==> config.mk <==
export PLATFORM = sky130hd
export DESIGN_NAME = adder_serial
export DESIGN_NICKNAME = d
export VERILOG_FILES = /design/src/rtl/adder_pkg.sv /design/src/rtl/adder_1bit.sv /design/src/rtl/adder_serial.sv
export SDC_FILE = /design/constraint.sdc
export NUM_CORES = 1
export LEC_CHECK = 0
export ABC_CLOCK_PERIOD_IN_PS = 2300
export CAP_MARGIN = 0
export CORE_MARGIN = 5
export CORE_UTILIZATION = 40
export DETAILED_ROUTE_END_ITERATION = 7
export DONT_BUFFER_PORTS = 1
export GPL_TIMING_DRIVEN = 0
export SYNTH_ARGS = -nofsm -noshare
export SYNTH_HDL_FRONTEND = slang
export SYNTH_SLANG_ARGS = --single-unit
==> constraint.sdc <==
create_clock -name clk -period 2.3 [get_ports clk]
set_clock_uncertainty 0.1 [all_clocks]
set_input_delay 0.23 -clock clk [delete_from_list [all_inputs] [get_ports clk]]
set_output_delay 0.23 -clock clk [all_outputs]
set_load 0.01 [all_outputs]
==> src/rtl/adder_pkg.sv <==
// ---------------------------------------------------------------------------
// adder_pkg
// Shared definitions for the bit-serial adder/subtractor.
//   adder_state_t : control FSM encoding (IDLE, ADD, DONE)
//   MODE_ADD      : mode value selecting a + b + carry_in
//   MODE_SUB      : mode value selecting a - b
// ---------------------------------------------------------------------------
package adder_pkg;

    typedef enum logic [1:0] {
        IDLE = 2'd0,
        ADD  = 2'd1,
        DONE = 2'd2
    } adder_state_t;

    localparam logic MODE_ADD = 1'b0;
    localparam logic MODE_SUB = 1'b1;

endpackage : adder_pkg

==> src/rtl/adder_1bit.sv <==
// ---------------------------------------------------------------------------
// adder_1bit
// One-bit full-adder cell, the per-bit datapath of adder_serial.
// Ports:
//   a, b  in  operand bits
//   cin   in  carry in
//   s     out sum bit  (a ^ b ^ cin)
//   cout  out carry out (majority of a, b, cin)
// ---------------------------------------------------------------------------
module adder_1bit (
    input  logic a,
    input  logic b,
    input  logic cin,
    output logic s,
    output logic cout
);

    assign s    = a ^ b ^ cin;
    assign cout = (a & b) | (a & cin) | (b & cin);

endmodule : adder_1bit

==> src/rtl/adder_serial.sv <==
// ---------------------------------------------------------------------------
// adder_serial
// Bit-serial adder/subtractor: one result bit per clock through a single
// full-adder cell, LSB first. An operation takes BIT_WIDTH cycles in ADD and
// one cycle in DONE, so a new start is accepted every BIT_WIDTH+2 cycles.
//
// Handshake: start is sampled only in IDLE. The edge that sees start = 1 in
// IDLE captures a, b, mode and carry_in and raises busy. busy stays high for
// exactly BIT_WIDTH cycles; done then pulses for one cycle, together with the
// new sum/carry_out/overflow, which hold until the next completion. start
// seen in ADD or DONE is dropped, never queued.
//
// Ports:
//   clk        in  clock, rising edge
//   rst        in  asynchronous active-high reset
//   start      in  request an operation (IDLE only)
//   mode       in  MODE_ADD: a + b + carry_in, MODE_SUB: a - b
//   a, b       in  operands [BIT_WIDTH-1:0]
//   carry_in   in  carry into bit 0 for add, ignored for subtract
//   sum        out result [BIT_WIDTH-1:0]
//   carry_out  out carry out of the MSB (subtract: 1 = no borrow)
//   overflow   out two's-complement overflow
//   busy       out high while in ADD
//   done       out one-cycle completion pulse
//   state_dbg  out current FSM state (adder_state_t encoding)
// ---------------------------------------------------------------------------
module adder_serial
    import adder_pkg::*;
#(
    parameter int BIT_WIDTH = 8
) (
    input  logic                 clk,
    input  logic                 rst,
    input  logic                 start,
    input  logic                 mode,
    input  logic [BIT_WIDTH-1:0] a,
    input  logic [BIT_WIDTH-1:0] b,
    input  logic                 carry_in,
    output logic [BIT_WIDTH-1:0] sum,
    output logic                 carry_out,
    output logic                 overflow,
    output logic                 busy,
    output logic                 done,
    output logic [1:0]           state_dbg
);

    // Counter must be at least one bit wide even for tiny widths.
    localparam int CNT_W = (BIT_WIDTH > 1) ? $clog2(BIT_WIDTH) : 1;
    localparam logic [CNT_W-1:0] LAST_BIT = CNT_W'(BIT_WIDTH - 1);

    adder_state_t         state;
    logic [BIT_WIDTH-1:0] a_sr;
    logic [BIT_WIDTH-1:0] b_sr;
    logic [BIT_WIDTH-1:0] res_sr;
    logic                 carry;
    logic [CNT_W-1:0]     bit_cnt;

    logic                 fa_sum;
    logic                 fa_cout;

    // Result register after this edge's shift; on the last ADD edge this is
    // the complete result and is copied straight into sum.
    logic [BIT_WIDTH-1:0] res_next;

    adder_1bit u_fa (
        .a    (a_sr[0]),
        .b    (b_sr[0]),
        .cin  (carry),
        .s    (fa_sum),
        .cout (fa_cout)
    );

    assign res_next  = {fa_sum, res_sr[BIT_WIDTH-1:1]};
    assign state_dbg = state;

    always_ff @(posedge clk or posedge rst) begin
        if (rst) begin
            state     <= IDLE;
            a_sr      <= '0;
            b_sr      <= '0;
            res_sr    <= '0;
            carry     <= 1'b0;
            bit_cnt   <= '0;
            sum       <= '0;
            carry_out <= 1'b0;
            overflow  <= 1'b0;
            busy      <= 1'b0;
            done      <= 1'b0;
        end else begin
            case (state)
                IDLE: begin
                    done <= 1'b0;
                    if (start) begin
                        a_sr    <= a;
                        // Subtract is a + ~b + 1: invert B and force carry in.
                        b_sr    <= (mode == MODE_ADD) ? b : ~b;
                        carry   <= (mode == MODE_SUB) ? 1'b1 : carry_in;
                        bit_cnt <= '0;
                        busy    <= 1'b1;
                        state   <= ADD;
                    end
                end

                ADD: begin
                    res_sr  <= res_next;
                    a_sr    <= a_sr >> 1;
                    b_sr    <= b_sr >> 1;
                    carry   <= fa_cout;
                    bit_cnt <= bit_cnt + 1'b1;
                    if (bit_cnt == LAST_BIT) begin
                        // On this edge 'carry' is still the carry into the
                        // MSB and fa_cout is the carry out of it, so their
                        // XOR is the signed overflow.
                        sum       <= res_next;
                        carry_out <= fa_cout;
                        overflow  <= carry ^ fa_cout;
                        bit_cnt   <= '0;
                        busy      <= 1'b0;
                        done      <= 1'b1;
                        state     <= DONE;
                    end
                end

                DONE: begin
                    done  <= 1'b0;
                    state <= IDLE;
                end

                default: begin
                    busy  <= 1'b0;
                    done  <= 1'b0;
                    state <= IDLE;
                end
            endcase
        end
    end

endmodule : adder_serial
### Yosys cells after proc, flatten, opt, wreduce, memory -nomap -nowiden

Index checks and enable logic that the tools add are counted.

* register bits after elaboration: 42
* input port bits: 21
* output and inout port bits: 14
* logic and storage cells: 52

* add/subtract/negate cells: 1
* eq/ne operators: 5
* multiplexer cells: 19
* bitwise operators: 10
* reduce and logical (&&, ||, !) cells: 6

Operators by type and width (count)
* $pmux 8 s2: 2
* $mux 8: 3
* $not 8->8: 1
* $mux 1: 6
* $mux 3: 2
* $pmux 3 s2: 1
* $reduce_and 2->1: 3
* $mux 2: 2
* $ne 2x2->1 const B: 2
* $pmux 2 s2: 1
* $add 3x1->3 const B: 1
* $and 1x1->1: 3
* $eq 3x3->1 const B: 1
* $pmux 1 s3: 1
* $reduce_and 3->1: 1
* $xor 1x1->1: 3
* $eq 2x1->1 const B: 1
* $eq 2x2->1 const B: 1
* $logic_not 2->1: 1
* $or 1x1->1: 2
* $pmux 1 s2: 1
* $reduce_bool 2->1: 1
* $not 1->1: 1

### Logic depth before layout (Yosys ltp)

Gate-level depths: netlist (run 1).

* word-level depth: 4
* depth in mapped cells: 6

### Hierarchy

A second synthesis (run 1) with hierarchy kept.

* cells, all modules: 151
* area, all modules: 1820.5 um2

Modules (own cells, without submodules)
* adder_serial: instances 1, cells an instance 150, area each 1800.5 um2, seq. area each 1026.0 um2
* adder_1bit: instances 1, cells an instance 1, area each 20.0 um2, seq. area each 0.0 um2

### Least setup slack after synthesis (run 1)

Ideal clock, no wire load.

* path type: flip-flop to flip-flop
* from: reg bit_cnt[0]
* to: reg carry_out
* library setup time: 0.125 ns
* arrival time: 1.377 ns
* data required time: 2.075 ns
* setup slack: 0.699 ns
* stages on the path, launching flop included: 6
* clock period less this slack: 1.601 ns
* cell sequence: dfrtp_1 > ha_1 > ha_1 > nand3b_4 > buf_4 > mux2_2

* longest elaborated chain between the ends: 2

RTL lines
* start, declared: RTL line adder_serial.sv:56 `logic [CNT_W-1:0] bit_cnt;`
* start signal, assigned: RTL line adder_serial.sv:109 `bit_cnt <= bit_cnt + 1'b1;`
* $eq 3x3->1: RTL line adder_serial.sv:110 `if (bit_cnt == LAST_BIT) begin`
* $reduce_and 2->1 (no line)
* end signal, assigned: RTL line adder_serial.sv:115 `carry_out <= fa_cout;`
* end, declared: RTL line adder_serial.sv:40 `output logic carry_out,`

No other way between the ends.
A chain may end at the register's enable or synchronous reset.

### Worst setup path in the final report (run 1)

* from: reg bit_cnt[0]
* to: reg sum[6]

* longest elaborated chain between the ends: 2

RTL lines
* $eq 3x3->1: RTL line adder_serial.sv:110
* $reduce_and 2->1 (no line)
* end signal, assigned: RTL line adder_serial.sv:114 `sum <= res_next;`
* end, declared: RTL line adder_serial.sv:39 `output logic [BIT_WIDTH-1:0] sum,`

No other way between the ends.

==> summary.md, run 1 <==
| Metric | Value |
|---|---|
| TritonCTS Buffers | `5` |
| Share of the clock period used by the worst path | `between 70% and 80%` |
| Die ar. | `roughly 6000 um2` |
| CP bufs+invs | `1` |
| Achievable frequency | `between 500 and 600 MHz` |
| Worst setup SP type | `register` |
| Worst Path Max Fanout | `10` |
| Diode count | `0` |
| Final hold vios | `0` |
| Starting density of the core | `41.6%` |
| Kind of critical path | `register to register` |
| DR vias/cell | `5.48` |
| Post-Syn Nets | `~170` |
| DRT Wirelength | `3620 um` |
| Adder-Cell Fraction of Synth Area | `around 2.5%` |
| DR DRC count | `0` |
| Final setup violation count | `0` |
| Largest family of logic cells by synthesized area | `compound AO/OA/AOI/OAI gates` |
| #FFs+latches synth | `between 40 and 50` |
| Synth Area in XOR/XNOR | `between 4 and 5%` |
| Detailed Route Iter0 Violations | `about 110` |
| Pre-CTS WS | `~590 ps` |
| Drt wl/cell | `17.5 um` |
| Vias in the first global route | `about 1.2k` |
| Largest net degree at the start of global routing | `42` |
| Die height | `77.8 um` |
| CP cell instances | `ha_1 > ha_1 > nand3b_4 > buf_4 > mux2_2` |
| DR vias | `~1.1k` |
| Minimum clock period | `1720 ps` |
| Cell mode on critical path | `ha_1` |
| First-pass GRT wire length | `a little over 6000 um` |
| Initial antenna violation count | `0` |
| WP data arrival | `1790 ps` |
| CTS max path bufs | `2` |
| RePlAce Congestion | `~0.77` |
| Outcome | `complete, no violations` |
| Detailed Place HPWL | `roughly 2600 um` |
| Max transition margin | `43.1%` |
| Routed Antenna Nets | `0` |
| Setup Buffers After CTS | `0` |
| Clock latency on the worst-skew pair | `290 ps` |
| # IOs | `35` |
| Port bufs | `0` |
| Worst slew pin tran | `852 ps` |
| Share of post-route cells with drive strength above 1 | `24.0%` |
| # resized after CTS | `0` |
| Worst path top cell family by delay | `adder cells` |
| WP data required | `around 2400 ps` |
| Post-synthesis mux area share | `9.81%` |
| Post-synthesis simple-gate area fraction | `a little over a tenth` |
| Post-cts hold buffer count | `1` |
| Syn-to-layout area delta | `11.4%` |
| RSZ-0062 raised after global routing | `false` |
| Drt pass-1 iters | `4` |
| Clock root cell | `clkbuf_8` |
| Yosys warns | `0` |
| Syn Std Cell Area | `approximately 1800 um2` |
| NumNets Final | `approximately 180` |
| Count of cell types in the netlist | `31` |
| Cells after synthesis | `around 150` |
| Worst Hold Class | `input pin to register` |
| Worst path max stage delay | `410 ps` |
| Setup_tns | `0 ps` |
| Slew Limit Fails | `0` |
| Compound-gate portion of the synthesized area | `between 10% and 20%` |
| Clk sinks | `41` |
| TritonCTS clock tree | `built` |
| Slowest stage cell on the critical path | `dfrtp_1` |
| # rows | `24` |
| Area of the core | `approximately 4400 um2` |
| Total grt overflow | `0` |
| Total track usage | `roughly 13%` |
| Die Span X | `between 70 and 80 um` |
| Reg clk slew, reported paths | `80 ps` |
| Crit end category | `register` |
| H-Tree Depth | `2` |
| Worst setup margin | `slightly below 600 ps` |
| Post-synthesis sequential area ratio | `between 50 and 60%` |
| Maximum Capacitance Violations | `0` |
| Syn_area_per_cell | `~13 um2` |
| Worst VDD drop | `0.432 mV` |
| LEAKAGE | `around 0.99 nW` |
| PD cells | `between 1000 and 1500 nW/um2` |
[cell usage in the layout, fill, tap and decap left out, types with 3 or more instances in the layout]
| cell | instances |
|---|---|
| xor2_1 | 8 |
| a22o_1 | 4 |
| buf_2 | 4 |
| and3_1 | 7 |
| a21oi_1 | 6 |
| mux2_2 | 16 |
| clkbuf_8 | 5 |
| inv_1 | 3 |
| o21ai_0 | 9 |
| dfrtp_1 | 41 |
| and3b_1 | 5 |
| a221o_1 | 7 |
| nand2_1 | 9 |
[layer usage]
metal	track usage, %	wire [um]	up-vias
li1	-	-	530
met5	0	0	-
met1	16.6	1640	561
met4	5.15	61	0
met3	4.05	189	7
met2	19.9	1720	30
[power by group]
part	switching, W	internal [W]	total, W
logic	0.000400	0.000471	0.000871
clock network	0.000247	0.000431	0.000678
registers	0.000250	0.00103	0.00128
total	0.000897	0.00194	0.00283
[cell usage after synthesis (all sizes together)]
cell / n / share of area [%]
a21oi: 6 / 1.6
nand2: 9 / 1.8
a32o: 1 / 0.54
o2bb2ai: 1 / 0.48
a2bb2oi: 1 / 0.48
o21a: 1 / 0.41
mux2: 16 / 9.8
a221o: 7 / 3.8
nand2b: 2 / 0.68
xor2: 8 / 3.8
fa: 1 / 1.1
a22o: 4 / 1.9
nor2: 3 / 1.0
a22oi: 2 / 0.82
o21ai: 10 / 2.7
buf: 7 / 2.5
clkbuf: 2 / 0.54
and3: 7 / 2.4
nor2b: 2 / 1.1
nand3b: 1 / 1.1
inv: 4 / 0.82
and3b: 5 / 2.4
xnor2: 1 / 0.48
dfrtp: 41 / 56
o21bai: 1 / 0.41
ha: 2 / 1.4
[cells by family (layout without fill, tap and decap cells)]
family,Yosys count,in the layout
DFF,41,41
AOI/OAI and AO/OA,34,34
and+or+nand+nor,29,29
muxes,16,16
buffers and inverters,13,22
xor gates and xnor gates,9,9
adders and majority gates,3,3
[registers in the layout, indices dropped and copies added (netlist names)]
| signal | flops |
|---|---|
| res_sr | 7 |
| b_sr | 8 |
| overflow | 1 |
| busy | 1 |
| carry | 1 |
| a_sr | 8 |
| carry_out | 1 |
| done | 1 |
| bit_cnt | 3 |
| state_dbg | 2 |
| sum | 8 |
[area by class of cell]
type                       count  area (um2)
sequential                    41        1030
timing repair buffer           1        10.0
fill                         402        2370
clock inverter                 3        65.1
multi-input combinational     91         739
tap                           52        65.1
inverter                       4        15.0
clock buffer                   5        68.8
buffer                         9        56.3
[through the flow]
step / total power (W) / instances / utilization, % / instance area, um2 / hold WS (ps)
floorplan: 0.00195 / 145 / - / 1840 / 300
global placement: 0.00212 / 197 / 43.1 / 1900 / 301
detailed placement: 0.00219 / 197 / 43.1 / 1900 / 237
CTS: 0.00287 / 206 / 46.3 / 2050 / 11.6
global route: 0.00304 / 206 / 46.3 / 2050 / 10.2
finish: 0.00283 / 206 / 46.3 / 2050 / 17.0
[worst paths after layout]
kind / endpoint / cells past startpoint / slack [ps] / startpoint
max: sum[6]$_DFFE_PP0P_ / 5 / 580 / bit_cnt[0]$_DFFE_PP0P_
min: a_sr[7]$_DFFE_PP0P_ / 1 / 20 / a[7]
max reg2reg: sum[6]$_DFFE_PP0P_ / 5 / 580 / bit_cnt[0]$_DFFE_PP0P_
min reg2reg: a_sr[2]$_DFFE_PP0P_ / 2 / 400 / a_sr[2]$_DFFE_PP0P_
max in group asynchronous: a_sr[1]$_DFFE_PP0P_ / 2 / 1100 / rst
min in group asynchronous: sum[4]$_DFFE_PP0P_ / 2 / 470 / rst
No activity file was read; power rests on OpenSTA's default activity.
==> run 2, diff against run 1 <==
ABC_CLOCK_PERIOD_IN_PS = 1700   (was 2300)
clock period = 1.7 ns   (was 2.3 ns; I/O delays follow)
==> summary.md, run 2 (synthesized netlist as in run 1, its figures left out) <==
| Metric | Value |
|---|---|
| Worst path max stage delay | `410 ps (about the same)` |
| First-pass GRT wire length | `6200 um (+0.80%)` |
| DR DRC count | `0 (unchanged)` |
| Total grt overflow | `0 (unchanged)` |
| # IOs | `35 (unchanged)` |
| CP bufs+invs | `0 (-1)` |
| Vias in the first global route | `1,248 (+0.97%)` |
| Diode count | `0 (unchanged)` |
| CTS max path bufs | `2 (unchanged)` |
| Final hold vios | `0 (unchanged)` |
| RePlAce Congestion | `0.766 (unchanged)` |
| Crit end category | `register` |
| Drt wl/cell | `17.6 um (+0.26%)` |
| RSZ-0062 raised after global routing | `false` |
| Setup Buffers After CTS | `0 (unchanged)` |
| Worst path top cell family by delay | `adder cells` |
| Outcome | `complete, no violations` |
| # rows | `24 (unchanged)` |
| Largest registers | `a_sr x8, b_sr x8, sum x8` |
| Die Span X | `77.8 um (unchanged)` |
| LEAKAGE | `0.989 nW (+0.18%)` |
| Worst slew pin tran | `851 ps (-1.16 ps)` |
| WP data required | `1780 ps (-600 ps)` |
| DRT Wirelength | `3640 um (+0.75%)` |
| TritonCTS Buffers | `5 (unchanged)` |
| Starting density of the core | `41.6% (unchanged)` |
| Achievable frequency | `640 MHz (+9.9%)` |
| Final setup violation count | `0 (unchanged)` |
| Share of the clock period used by the worst path | `91.9% (+17 points)` |
| Port bufs | `0 (unchanged)` |
| Reg clk slew, reported paths | `80 ps (about the same)` |
| TritonCTS clock tree | `built` |
| DR vias/cell | `5.49 (+0.31%)` |
| Area of the core | `4410 um2 (unchanged)` |
| Worst Hold Class | `input pin to register` |
| Initial antenna violation count | `0 (unchanged)` |
| CP cell instances | `ha_1 > ha_2 > nand3b_4 > mux2_2` |
| Kind of critical path | `register to register` |
| Most common cell after layout, fill and taps aside | `dfrtp_1` |
| Slowest stage cell on the critical path | `dfrtp_1` |
| H-Tree Depth | `2 (unchanged)` |
| Clock latency on the worst-skew pair | `290 ps (about the same)` |
| Maximum Capacitance Violations | `0 (unchanged)` |
| DR vias | `1,137 (+0.80%)` |
| Worst Path Max Fanout | `12 (+2)` |
| Syn-to-layout area delta | `12.2%` |
| PD cells | `1860 nW/um2 (+35%)` |
| WP data arrival | `1640 ps (-150 ps)` |
| Slew Limit Fails | `0 (unchanged)` |
| Placed Cells | `197 (unchanged)` |
| Worst setup SP type | `register` |
| Routed Antenna Nets | `0 (unchanged)` |
| Detailed Route Iter0 Violations | `94 (-18%)` |
| NumNets Final | `178 (+0.56%)` |
| Detailed Place HPWL | `2560 um (unchanged)` |
| Largest net degree at the start of global routing | `42 (unchanged)` |
| Clock root cell | `clkbuf_8` |
| Filler Cell Count | `399 (-0.75%)` |
| Die height | `77.8 um (unchanged)` |
| Register Area | `1030 um2 (unchanged)` |
| Multi-input gate area | `742 um2 (+0.34%)` |
| Share of post-route cells with drive strength above 1 | `23.9% (-0.16 points)` |
| Worst VDD drop | `0.587 mV (+36%)` |
| Clk sinks | `41 (unchanged)` |
| Drt pass-1 iters | `4 (unchanged)` |
| Final Non-Filler Cells | `207 (+0.49%)` |
| Overall power consumption | `0.00384 W (+36%)` |
| Minimum clock period | `1560 ps (-154 ps)` |
| Total track usage | `12.9% (+0.097 points)` |
| Die ar. | `6050 um2 (unchanged)` |
| Max transition margin | `43.2% (+0.077 points)` |
| Most frequent cells in the layout | `dfrtp_1 (41), mux2_2 (16), nand2_1 (9), o21ai_0 (9), xor2_1 (8)` |
[run 2: cell types whose count changed in the layout (fill, tap and decap cells not counted)]
cell / before / now
ha_1: 2 / 1
dlygate4sd3_1: 1 / 3
buf_4: 2 / 1
ha_2: 0 / 1
[run 2: path summary, 6_finish.rpt]
kind | startpoint | end | cells past startpoint | slack [ps]
max | bit_cnt[0]$_DFFE_PP0P_ | sum[7]$_DFFE_PP0P_ | 4 | 140
min | a[2] | a_sr[2]$_DFFE_PP0P_ | 2 | 20
max reg2reg | bit_cnt[0]$_DFFE_PP0P_ | sum[7]$_DFFE_PP0P_ | 4 | 140
min reg2reg | a_sr[6]$_DFFE_PP0P_ | a_sr[6]$_DFFE_PP0P_ | 2 | 400
max in group asynchronous | rst | a_sr[1]$_DFFE_PP0P_ | 2 | 560
min in group asynchronous | rst | res_sr[4]$_DFFE_PP0N_ | 2 | 410
[run 2: layout make-up]
| class | instances | share of cell area (%) |
|---|---|---|
| sequential | 41 | 49.8 |
| multi-input combinational | 91 | 36.0 |
| clock buffer | 5 | 3.34 |
| clock inverter | 3 | 3.16 |
| tap | 52 | 3.16 |
| buffer | 8 | 2.37 |
| timing repair buffer | 3 | 1.46 |
| inverter | 4 | 0.729 |
[run 2: routing by layer]
| layer | vias to the layer above | global-route usage (%) | part of all wire (%) |
|---|---|---|---|
| met5 | - | 0 | 0 |
| met4 | 0 | 5.15 | 1.7 |
| met3 | 7 | 4.05 | 5.7 |
| met2 | 31 | 20.1 | 48 |
| met1 | 567 | 16.7 | 45 |
| li1 | 532 | - | - |
[run 2: timing repair]
item,CTS,global route
gates resized for setup,1,0
setup endpoints to repair,7,7
endpoints found under the hold margin,43,0
hold buffers,3,0
[run 2: worst register-to-register path: cells and delay by family (launching register included)]
family | cells | cell delay (ps)
adder cells (fa/ha/maj) | 2 | 420
flip-flops | 1 | 410
AND/OR/NAND/NOR | 1 | 170
multiplexers | 1 | 360
[run 2: report_power, final]
| part | total [W] | switching, W | leakage, nW | internal [W] |
|---|---|---|---|---|
| Sequential | 0.00174 | 0.000340 | 0.513 | 0.00140 |
| Combinational | 0.00118 | 0.000543 | 0.408 | 0.000638 |
| Clock | 0.000918 | 0.000335 | 0.0681 | 0.000583 |
[run 2: metrics by stage]
step	worst slack [ps]	cell area, um2	hold slack, ps	TNS [ps]	util (%)
finish	137	2060	16.6	0	46.7
global route	63.0	2060	7.82	0	46.7
CTS	37.7	2070	13.7	0	46.9
detailed placement	-13.2	1900	177	-58.9	43.1
global placement	8.80	1900	241	0	43.1
floorplan	98.7	1840	240	0	-
